--- src/rtl/demux32_8_unpacker.sv ---
// Word-to-byte unpacker: takes 32-bit words and streams each one out as four
// consecutive bytes. A one-word pending buffer lets the next word be accepted
// while the current one is still shifting out, so back-to-back words stream
// without gaps.
module demux32_8_unpacker #(
    parameter bit MSB_FIRST = 1'b1
) (
    input  logic        clk_4f,
    input  logic        reset,
    input  logic [31:0] data_in,
    input  logic        valid_in,
    output logic        ready_out,
    output logic [7:0]  data_out,
    output logic        valid_out
);

    typedef enum logic {
        IDLE  = 1'b0,
        SHIFT = 1'b1
    } state_t;

    state_t      state, state_n;
    logic [1:0]  cnt, cnt_n;              // index of the byte currently on data_out
    logic [31:0] shift_reg, shift_reg_n;  // bytes of the current word not yet emitted
    logic [31:0] pend_reg, pend_reg_n;
    logic        pend_full, pend_full_n;
    logic [7:0]  data_out_n;
    logic        valid_out_n;

    logic        accept;
    logic        do_load;
    logic [31:0] load_word;

    // Leading byte of a word in the configured byte order.
    function automatic logic [7:0] lead_byte(input logic [31:0] w);
        return MSB_FIRST ? w[31:24] : w[7:0];
    endfunction

    // Word with its leading byte removed, remaining bytes moved up to the lead slot.
    function automatic logic [31:0] drop_byte(input logic [31:0] w);
        return MSB_FIRST ? {w[23:0], 8'h00} : {8'h00, w[31:8]};
    endfunction

    // The pending buffer being occupied is the only source of backpressure.
    assign ready_out = !reset && !pend_full;
    assign accept    = valid_in && ready_out;

    // Next-state and next-output logic.
    always_comb begin
        // NOTE: every signal written here gets a default first, so no path can
        // leave one unassigned and infer a latch.
        state_n     = state;
        cnt_n       = cnt;
        shift_reg_n = shift_reg;
        pend_reg_n  = pend_reg;
        pend_full_n = pend_full;
        data_out_n  = 8'h00;
        valid_out_n = 1'b0;
        do_load     = 1'b0;
        load_word   = data_in;

        unique case (state)
            IDLE: begin
                if (accept) begin
                    do_load   = 1'b1;
                    load_word = data_in;
                end
            end
            SHIFT: begin
                if (cnt != 2'd3) begin
                    data_out_n  = lead_byte(shift_reg);
                    valid_out_n = 1'b1;
                    shift_reg_n = drop_byte(shift_reg);
                    cnt_n       = cnt + 2'd1;
                    if (accept) begin
                        pend_reg_n  = data_in;
                        pend_full_n = 1'b1;
                    end
                end else if (pend_full) begin
                    // Drain the pending word; ready_out is low so nothing is accepted.
                    do_load     = 1'b1;
                    load_word   = pend_reg;
                    pend_full_n = 1'b0;
                end else if (accept) begin
                    do_load   = 1'b1;
                    load_word = data_in;
                end else begin
                    state_n = IDLE;
                    cnt_n   = 2'd0;
                end
            end
            default: state_n = IDLE;
        endcase

        // A load emits byte 0 immediately and keeps the remaining three.
        if (do_load) begin
            state_n     = SHIFT;
            cnt_n       = 2'd0;
            data_out_n  = lead_byte(load_word);
            valid_out_n = 1'b1;
            shift_reg_n = drop_byte(load_word);
        end
    end

    // State and output registers with synchronous reset.
    always_ff @(posedge clk_4f) begin
        // NOTE: sequential state uses non-blocking assignments so every register
        // samples the pre-edge values regardless of statement order.
        if (reset) begin
            state     <= IDLE;
            cnt       <= 2'd0;
            shift_reg <= 32'h0;
            pend_reg  <= 32'h0;
            pend_full <= 1'b0;
            data_out  <= 8'h00;
            valid_out <= 1'b0;
        end else begin
            state     <= state_n;
            cnt       <= cnt_n;
            shift_reg <= shift_reg_n;
            pend_reg  <= pend_reg_n;
            pend_full <= pend_full_n;
            data_out  <= data_out_n;
            valid_out <= valid_out_n;
        end
    end

endmodule

--- config.mk ---
export PLATFORM = sky130hd
export DESIGN_NAME = demux32_8_unpacker
export DESIGN_NICKNAME = d
export VERILOG_FILES = /design/src/rtl/demux32_8_unpacker.sv
export SDC_FILE = /design/constraint.sdc
export NUM_CORES = 1
export LEC_CHECK = 0
export CAP_MARGIN = 40
export CORE_ASPECT_RATIO = 0.5
export CORE_MARGIN = 5
export CORE_UTILIZATION = 58
export CTS_CLUSTER_DIAMETER = 60
export DETAILED_ROUTE_END_ITERATION = 6
export PLACE_DENSITY = 0.84
export REMOVE_ABC_BUFFERS = 1
export SYNTH_ARGS = -nofsm -noshare
export SYNTH_HDL_FRONTEND = slang
export SYNTH_SLANG_ARGS = --single-unit
export TNS_END_PERCENT = 20
--- constraint.sdc ---
create_clock -name clk_4f -period 2.6 [get_ports clk_4f]
set_input_delay 0.65 -clock clk_4f [delete_from_list [all_inputs] [get_ports clk_4f]]
set_output_delay 0.65 -clock clk_4f [all_outputs]
set_load 0.02 [all_outputs]
* After elaboration in Yosys (flattened, before gate mapping)
Cells that the tools add are included.
Storage, ports and cells: RAM bits 0, latch bits 0, logic and storage cells 48, input port bits 35, ROM bits 0, register bits after elaboration 69, memories kept 0, output and inout port bits 10
Cells by class: muxes and demuxes 24, shift-type cells 0, divide/modulo/power cells 0, multiply operators 0, bitwise gates (word level) 1, order comparisons 0, equal/unequal tests 4, reductions and logical operators 11, $add $sub $neg 1
Operators with widths (number):
- $mux W32 | 5
- $pmux W32 S2 | 1
- $mux W8 | 3
- $mux W1 | 11
- $mux W2 | 3
- $reduce_and A3 Y1 | 2
- $ne A2 B1 Y1 const B | 2
- $ne A2 B2 Y1 const B | 2
- $reduce_and A2 Y1 | 2
- $reduce_bool A2 Y1 | 2
- $add A2 B1 Y2 const B | 1
- $logic_and A1 B1 Y1 | 2
- $logic_not A1 Y1 | 2
- $pmux W1 S2 | 1
- $reduce_or A2 Y1 | 1
- $not A1 Y1 | 1

* Longest topological paths before layout
Gate-level depths: netlist of the first run.
word-level depth 9, depth in mapped cells 7, depth with buffers taken out 4

* Worst setup path before layout of the first run
Ideal clock, no wire load.
path type input to output, start in reset, end out ready_out, required time 1.950 ns, buffers on the path 3, setup slack 0.453 ns, stages on the path 4, data arrival time 1.497 ns, cell sequence buf_2 > buf_2 > clkbuf_1 > nor2_1
Between the ends: cells in the longest elaborated chain, start to end 2
RTL lines:
- start: declaration | line 9 | input logic reset,
- $logic_not A1 Y1 | line 45 | assign ready_out = !reset && !pend_full;
- $logic_and A1 B1 Y1 | line 45
- end: declaration | line 12 | output logic ready_out,
No other way between the ends.

* Worst setup path after layout of the first run
start reg pend_full, end out ready_out
Between the ends: cells in the longest elaborated chain, start to end 2
RTL lines:
- start: declaration | line 26 | logic pend_full, pend_full_n;
- start signal: assignment | line 122 | pend_full <= pend_full_n;
- $logic_not A1 Y1 | line 45
- $logic_and A1 B1 Y1 | line 45
No other way between the ends.

==> impl_metrics.tcl, run 1 <==
set metrics [dict create \
    clkSlewWorstSetupHoldPaths_ns 0.07 \
    cts_resized 0 \
    cts_tree "done" \
    fp-row-count 19 \
    syn-cell-area_sq_um 3160 \
    yosysUniqueCellTypes 34 \
    core_sq_um 5370 \
    layout.cells.non_filler 444 \
    synth_warnings 0 \
    hold_class "flip-flop to flip-flop" \
    ys_ff_latch 69 \
    placed_cells 428 \
    start_util_pct 58.8 \
    clk_latency_ns 0.35 \
    firstDrtPassIters 5 \
    syn-instance-count 330 \
    ctsHoldBuffers 0 \
    placed_cell_area_sq_um 3590 \
    wl_per_cell_um 17.5 \
    drc 0 \
    grt_use_total_pct 23.1 \
    max_freq_ghz 0.449 \
    drv_slew 0 \
    die_w_um 114 \
    cts_buffers 9 \
    async_reset_ff_share_pct 0 \
    yosysTopAreaCell "dfxtp_1" \
    drt_wl_total_um 7790 \
    cts_htree_levels 3 \
    drive_gt1_share_pct 15.1 \
    ys_seq_area_share_pct 43.7 \
    die_y_um 62.2 \
    ys_top_cells_by_count "dfxtp_1 (69), a21oi_1 (33), mux2i_1 (32), nand3_1 (32), o21ai_1 (32)" \
    dp_hpwl_um 4830 \
    cts_root_buffer "clkbuf_8" \
    status "finished, final reports clean" \
    avgViaCountPerCell 6.04 \
    peakVddDrop_uv 332 \
    worst_setup_path_end_kind "primary output" \
    worst_pin_slew_ns 0.661 \
    setup_viol 0 \
    preCtsSetupSlack_ns 0.307 \
    synth-main-ff-cell "dfxtp_1" \
    critPathKind "flip-flop to primary output" \
    critical_path_arrival_ns 1.57 \
    grt_max_degree 49 \
    grt_setup_unrepaired "false" \
    diodes 0 \
    synth_area_leaders "dfxtp_1 (44%), mux2i_1 (10%), a21oi_1 (5.2%)" \
    largest_reg_flops 32 \
    grt_pass1_wl_um 13200 \
    drtAntennaViolNets 0 \
    finalInstanceArea_sq_um 3840 \
    skew_ns 0.00640 \
    die-area_sq_um 7120 \
    start_kind "flip-flop" \
    yosys.cell_count.top_type "dfxtp_1" \
    overflow 0 \
    maxCapViolations 0 \
    num-nets-final 402 \
    crit_fanout 10 \
    finalHoldViolCount 0 \
    synth_top_cell_area_share_pct 43.7 \
    fin_crit_sh_pct 85.6 \
    drt_iter0_markers 299 \
    place.port_buffers 44 \
    finalCriticalPeriod_ns 2.22 \
    syn_avg_cell_area_sq_um 9.58 \
    total_power_mw 2.58 \
    synth_edf_count 0 \
    io-pin-count 45 \
    post_cts_buffers 0 \
    grt_pass1_vias 2728 \
    via_count 2680 \
    antenna_found_initial 0 \
    p_leak_nw 1.51 \
    worstPathRequired_ns 1.95 \
    p_per_area_nw_per_um2 670 \
    fin_ws_ns 0.375 \
    max-slew-margin-rel_pct 55.9 \
    syn2layout_area_growth_pct 21.6 \
    place_congestion 0.789 \
    cts_buffer_depth 2 \
    clock_sink_count 69 \
]
==> cells in the final DEF, fill, tap and decap left out, types with 2 or more instances in the layout <==
master,count
a2111oi_2,8
a211oi_1,2
a21oi_1,33
buf_4,12
bufinv_16,3
clkbuf_8,10
clkdlybuf4s50_1,43
clkinvlp_4,2
dfxtp_1,69
inv_1,18
mux2i_1,32
nand2_1,17
nand2b_1,3
nand3_1,32
nor2_1,12
nor2b_1,2
o21ai_1,32
o221ai_1,6
o221ai_2,10
o2bb2ai_1,8
==> final timing paths <==
path | startpoint | to | slack (ns) | depth (start not counted)
setup / recovery | pend_full$_SDFFE_PP0P_ | ready_out | 0.38 | 2
hold reg to reg | shift_reg[20]$_SDFFE_PP0P_ | shift_reg[28]$_SDFFE_PP0P_ | 0.47 | 2
setup reg to reg | cnt[0]$_SDFFE_PP0P_ | shift_reg[18]$_SDFFE_PP0P_ | 0.49 | 5
hold / removal | shift_reg[20]$_SDFFE_PP0P_ | shift_reg[28]$_SDFFE_PP0P_ | 0.47 | 2
==> routing by layer <==
metal  global-route usage [%]  part of all wire [%]
met4                     10.2                   1.8
met2                     38.2                    50
met1                     27.8                    41
met5                        0                     0
met3                     6.69                   6.7
==> layout make-up <==
class,count,area [sq um]
Clock buffer,10,138
Clock inverter,6,110
Fill cell,390,1530
Inverter,18,67.6
Multi-Input combinational cell,212,1530
Sequential cell,69,1380
Tap cell,73,91.3
Timing Repair Buffer,56,526
==> per-stage QoR <==
step                      TNS, ns  util (%)  hold WS (ns)
after floorplan            -0.522         -         0.432
after global placement          0      66.9         0.445
after detailed placement        0      66.9         0.453
after CTS                       0      71.5         0.474
after global routing            0      71.5         0.493
final                           0      71.5         0.469
==> critical path, cell delays in order, from the launching register on <==
cell             delay [ns]
dfxtp_1                0.58
nor2_1                 0.09
clkdlybuf4s50_1        0.55
==> cells by family after synthesis <==
| kind of cell | synth area share [%] |
|---|---|
| AO/OA/AOI/OAI | 25.8 |
| multiplexers | 10.1 |
| flip-flops | 43.7 |
| adder cells (fa/ha/maj) | 0.396 |
| buffers and inverters | 8.19 |
| AND/OR/NAND/NOR | 11.8 |
==> power breakdown <==
group,leakage (nW),internal [mW],switching (mW),total [mW]
Combinational,0.829,0.156,0.202,0.357
Clock,0.119,0.661,0.404,1.06
Sequential,0.564,1.12,0.0363,1.15
Note: power is estimated with default switching activity, not from simulation.
==> run 2: changes to the inputs <==
Settings changed: CELL_PAD_IN_SITES_DETAIL_PLACEMENT set to 0, CELL_PAD_IN_SITES_GLOBAL_PLACEMENT set to 1, CORE_UTILIZATION 58 to 45, CTS_BUF_LIST set to sky130_fd_sc_hd__clkbuf_16, PLACE_DENSITY 0.84 to unset, PLACE_DENSITY_LB_ADDON set to 0.1.
==> run 2 against run 1 <==
Net effect:
- cell count up 3.8%
- global-route usage down 6.2 points
- sequential share of layout area down 0.23 points
- register-to-register slack better by 0.07 ns
- non-clock buffer count down 2
- sequential power about the same
- die area up 25%
- highest routed layer unchanged
- critical path type unchanged
- clock power about the same
- total power down 1.8%
- routed wire length down 6.4%
- count of clock-buffer cells in the layout down 1
==> impl_metrics.tcl, run 2 (synthesis gave the netlist of run 1 again) <==
set metrics [dict create \
    fp-row-count 21 \
    regToRegSetupSlack_ns 0.56 \
    start_kind "flip-flop" \
    cts_htree_levels 3 \
    fillers 602 \
    num-nets-final 400 \
    min_to "shift_reg[14]$_SDFFE_PP0P_" \
    crit_fanout 10 \
    startpoint "pend_full$_SDFFE_PP0P_" \
    start_util_pct 46.8 \
    highest_layer "met4" \
    dp_hpwl_um 4830 \
    skew_ns 0.00459 \
    r2r_cells 5 \
    drc 0 \
    peakVddDrop_uv 341 \
    via_count 2542 \
    cts_buffers 9 \
    maxCapViolations 0 \
    syn2layout_area_growth_pct 22.4 \
    io-pin-count 45 \
    layout_common_cells "dfxtp_1 (69), clkdlybuf4s50_1 (43), a21oi_1 (33)" \
    drive_gt1_share_pct 12.7 \
    grt_use_total_pct 16.9 \
    avgViaCountPerCell 5.51 \
    grt_pass1_vias 2434 \
    wl_met2_um 3060 \
    setup_viol 0 \
    overflow 0 \
    cts_tree "done" \
    grt_max_degree 49 \
    r2r-end "shift_reg[24]$_SDFFE_PP0P_" \
    drt_iter0_markers 204 \
    place_congestion 0.726 \
    max-slew-margin-rel_pct 54.6 \
    die_w_um 129 \
    clk_latency_ns 0.32 \
    hp-start "shift_reg[14]$_SDFFE_PP0P_" \
    fin_crit_sh_pct 84.2 \
    worstPathRequired_ns 1.95 \
    met1_length_um 3700 \
    reg2reg_from "cnt[0]$_SDFFE_PP0P_" \
    die_y_um 69.3 \
    final_core_util_pct 57.3 \
    ctsHoldBuffers 0 \
    final_common_cell "dfxtp_1" \
    drtAntennaViolNets 0 \
    largest_reg_flops 32 \
    worst_pin_slew_ns 0.681 \
    die-area_sq_um 8900 \
    cts_root_buffer "clkbuf_16" \
    drv_slew 0 \
    worst_setup_path_end_kind "primary output" \
    regArea_sq_um 1380 \
    diodes 0 \
    p_leak_nw 1.52 \
    finalCriticalPeriod_ns 2.19 \
    core_sq_um 6750 \
    finalHoldViolCount 0 \
    antenna_found_initial 0 \
    grt_pass1_wl_um 12100 \
    max_freq_ghz 0.457 \
    cts_resized 0 \
    post_cts_buffers 0 \
    drt_wl_total_um 7290 \
    p_per_area_nw_per_um2 654 \
    place.port_buffers 44 \
    total_power_mw 2.53 \
    clock_sink_count 69 \
    status "finished, final reports clean" \
    critPathKind "flip-flop to primary output" \
    firstDrtPassIters 5 \
    hold_class "flip-flop to flip-flop" \
    wl_per_cell_um 15.8 \
    dr_wl_met3_um 460 \
    hold_path_depth 1 \
    grt_setup_unrepaired "false" \
    multi_input_area_sq_um 1530 \
    cts_buffer_depth 2 \
    clkSlewWorstSetupHoldPaths_ns 0.05 \
    critical_path_arrival_ns 1.54 \
]
-- run 2: cell types whose count changed in the layout (fill, tap and decap cells not counted) --
cell        delta
clkbuf_16      +9
clkinv_1       +4
buf_12         +1
clkinv_2       -1
clkinvlp_4     -2
clkbuf_8      -10
inv_1          +3
bufinv_16      -3
buf_4          -3
-- run 2: worst max-delay path, stage by stage, from the launching register on --
cell and delay [ns]:
dfxtp_1 0.56, nor2_1 0.10, clkdlybuf4s50_1 0.55
-- run 2: cell type report --
| class | count | share of cell area [%] |
|---|---|---|
| clock buffer | 9 | 5.82 |
| clock inverter | 7 | 0.679 |
| inverter | 18 | 1.75 |
| multi-input combinational | 212 | 39.5 |
| sequential | 69 | 35.7 |
| tap | 92 | 2.98 |
| timing repair buffer | 54 | 13.5 |
-- run 2: worst max path at each step --
stage                             end  slack (ns)
2_1_floorplan  data_out[1]$_SDFF_PP0_       -0.11
3_5_place_dp   data_out[1]$_SDFF_PP0_        0.34
6_report                    ready_out        0.41
5_1_grt                     ready_out        0.34
3_3_place_gp   data_out[1]$_SDFF_PP0_        0.42
4_1_cts                     ready_out        0.39
-- run 2: metal layers --
metal  track usage [%]  vias up
met1              24.5     1191
met3              5.54        7
li1                  -     1272
met4              5.01        0
met5                 0        -
met2              23.7       72
-- run 2: report_power, final --
part / switching (mW) / leakage [nW] / internal (mW) / total [mW]
clock network: 0.406 / 0.133 / 0.620 / 1.03
registers: 0.0372 / 0.564 / 1.12 / 1.16
logic: 0.192 / 0.822 / 0.155 / 0.347
total: 0.635 / 1.52 / 1.89 / 2.53
-- run 2: metrics by stage --
stage	hold WS [ns]	TNS [ns]	std cells	setup slack, ns	area [sq um]
after CTS	0.462	0	461	0.390	3870
after global placement	0.444	0	445	0.420	3620
after global routing	0.486	0	461	0.337	3870
final	0.463	0	461	0.410	3870
after detailed placement	0.447	0	445	0.345	3620
after floorplan	0.432	-0.522	299	-0.108	2970
==> run 3: changes to the inputs <==
Settings changed: CORE_UTILIZATION 45 to 42.
Clock period 2.6 ns to 2.2 ns, I/O delays scaled along.
==> run 3 against run 2 <==
Net effect:
- utilization is 3.2 points lower
- clock skew is 0.0027 ns higher
- first-iteration DRC count is 16% lower
- global-route usage is 0.38 points higher
- critical path type unchanged
- routed wire length is 3.9% higher
- clock power is 29% higher
- sequential power is 18% higher
- critical endpoint unchanged
- die area is 6.3% higher
==> impl_metrics.tcl, run 3 (synthesis gave the netlist of run 1 again) <==
set metrics [dict create \
    status "finished, final reports clean" \
    r2r-end "data_out[3]$_SDFF_PP0_" \
    antenna_found_initial 0 \
    p_per_area_nw_per_um2 791 \
    num-nets-final 405 \
    io-pin-count 45 \
    cts_buffers 9 \
    final_core_util_pct 54.1 \
    layout_common_cells "dfxtp_1 (68), clkdlybuf4s50_1 (43), a21oi_1 (33)" \
    cp_num_buf_inv 1 \
    grt_use_total_pct 17.3 \
    p_seq_share_pct 43.7 \
    worstPathRequired_ns 1.65 \
    core_sq_um 7320 \
    cp-endpoint "ready_out" \
    die_w_um 133 \
    clock_sink_count 69 \
    layout.cells.non_filler 469 \
    fin_crit_sh_pct 92.3 \
    crit_fanout 10 \
    skew_ns 0.00731 \
    path_depth 2 \
    hold_ws_ns 0.458 \
    firstDrtPassIters 5 \
    preCtsSetupSlack_ns 0.0311 \
    fillers 668 \
    cpPeakStageDelay_ns 0.62 \
    peakVddDrop_uv 405 \
    start_util_pct 43.2 \
    drt_iter0_markers 171 \
    total_power_mw 3.13 \
    wl_per_cell_um 16.1 \
    dp_hpwl_um 5070 \
    clk_latency_ns 0.33 \
    via_count 2546 \
    drt_wl_total_um 7570 \
    drtAntennaViolNets 0 \
    switching_share_pct 24.3 \
    crit_family "buffers and inverters" \
    finalCriticalPeriod_ns 2.03 \
    grt_setup_unrepaired "false" \
    final_common_cell "dfxtp_1" \
    r2r_cells 4 \
    drc 0 \
    placed_cells 454 \
    clkSlewWorstSetupHoldPaths_ns 0.05 \
    switching_power_mw 0.760 \
    placed_cell_area_sq_um 3680 \
    cts_tree "done" \
    setup_viol 0 \
    cts_buffer_depth 2 \
    max-slew-margin-rel_pct 63.2 \
    worst_setup_path_end_kind "primary output" \
    grt_pass1_wl_um 12900 \
    die-area_sq_um 9470 \
    hold_class "flip-flop to flip-flop" \
    critPathKind "flip-flop to primary output" \
    fin_ws_ns 0.168 \
    drv_slew 0 \
    avgViaCountPerCell 5.43 \
    reg2reg_from "cnt[0]$_SDFFE_PP0P_" \
    p_leak_nw 1.56 \
    syn2layout_area_growth_pct 25.3 \
    regToRegSetupSlack_ns 0.38 \
    startpoint "pend_full$_SDFFE_PP0P_" \
    crit_chain "nor2_1 -> clkdlybuf4s50_1" \
    place_congestion 0.765 \
    finalHoldViolCount 0 \
    power.share.clock_pct 42.5 \
    final.setup.tns_ns 0 \
    maxCapViolations 0 \
    p_int_mw 2.37 \
    combinationalPowerShare_pct 13.8 \
    worst_pin_slew_ns 0.551 \
    place.port_buffers 44 \
    cts_htree_levels 3 \
    finalInstanceArea_sq_um 3960 \
    grt_pass1_vias 2481 \
    max_freq_ghz 0.492 \
    cts_root_buffer "clkbuf_16" \
    critical_path_arrival_ns 1.48 \
    drive_gt1_share_pct 14.5 \
    grt_max_degree 45 \
    ctsHoldBuffers 0 \
    overflow 0 \
    fp-row-count 22 \
    die_y_um 71.3 \
    start_kind "flip-flop" \
    largest_reg_flops 32 \
    diodes 0 \
    critPathSlowestCell "clkdlybuf4s50_1" \
]
run 3: changes by cell type in the layout (fill, tap and decap cells not counted), sizes merged:
| cell | change |
|---|---|
| buf | +5 |
| bufinv | +1 |
| clkinv | -2 |
run 3: power groups by stage:
stage | clock network, mW | registers [mW] | logic, mW
after floorplan | 0 | 1.40 | 0.200
after global routing | 1.43 | 1.37 | 0.476
after global placement | 0 | 1.39 | 0.428
final | 1.33 | 1.37 | 0.433
after detailed placement | 0 | 1.39 | 0.437
after CTS | 1.37 | 1.37 | 0.439
run 3: repair_timing:
item | 4_1_cts | 5_1_grt
resized for setup | 0 | 1
buffers inserted | 0 | 0
endpoints found under the setup margin | 0 | 1
endpoints found under the hold margin | 0 | 0
run 3: worst min path at each step:
stage                                    start  cells past startpoint                    endpoint
floorplan           shift_reg[10]$_SDFFE_PP0P_                      1  shift_reg[10]$_SDFFE_PP0P_
global placement     shift_reg[9]$_SDFFE_PP0P_                      1   shift_reg[9]$_SDFFE_PP0P_
detailed placement  shift_reg[12]$_SDFFE_PP0P_                      1  shift_reg[12]$_SDFFE_PP0P_
CTS                 shift_reg[15]$_SDFFE_PP0P_                      1  shift_reg[15]$_SDFFE_PP0P_
global route        shift_reg[15]$_SDFFE_PP0P_                      1  shift_reg[15]$_SDFFE_PP0P_
finish               shift_reg[9]$_SDFFE_PP0P_                      1   shift_reg[9]$_SDFFE_PP0P_
run 3: area by class of cell:
type | instances | area [sq um] | area share, %
Multi-Input combinational cell | 212 | 1530 | 38.6
Sequential cell | 69 | 1380 | 34.9
Timing Repair Buffer | 59 | 586 | 14.8
Clock buffer | 9 | 225 | 5.69
Tap cell | 96 | 120 | 3.03
Inverter | 18 | 67.6 | 1.71
Clock inverter | 6 | 48.8 | 1.23
run 3: per-layer routing:
metal / part of all wire [%] / vias up / track usage [%]
li1: - / 1283 / -
met2: 43 / 64 / 25.0
met3: 5.0 / 4 / 5.54
met1: 52 / 1195 / 24.2
met4: 0.73 / 0 / 6.68
met5: 0 / - / 0
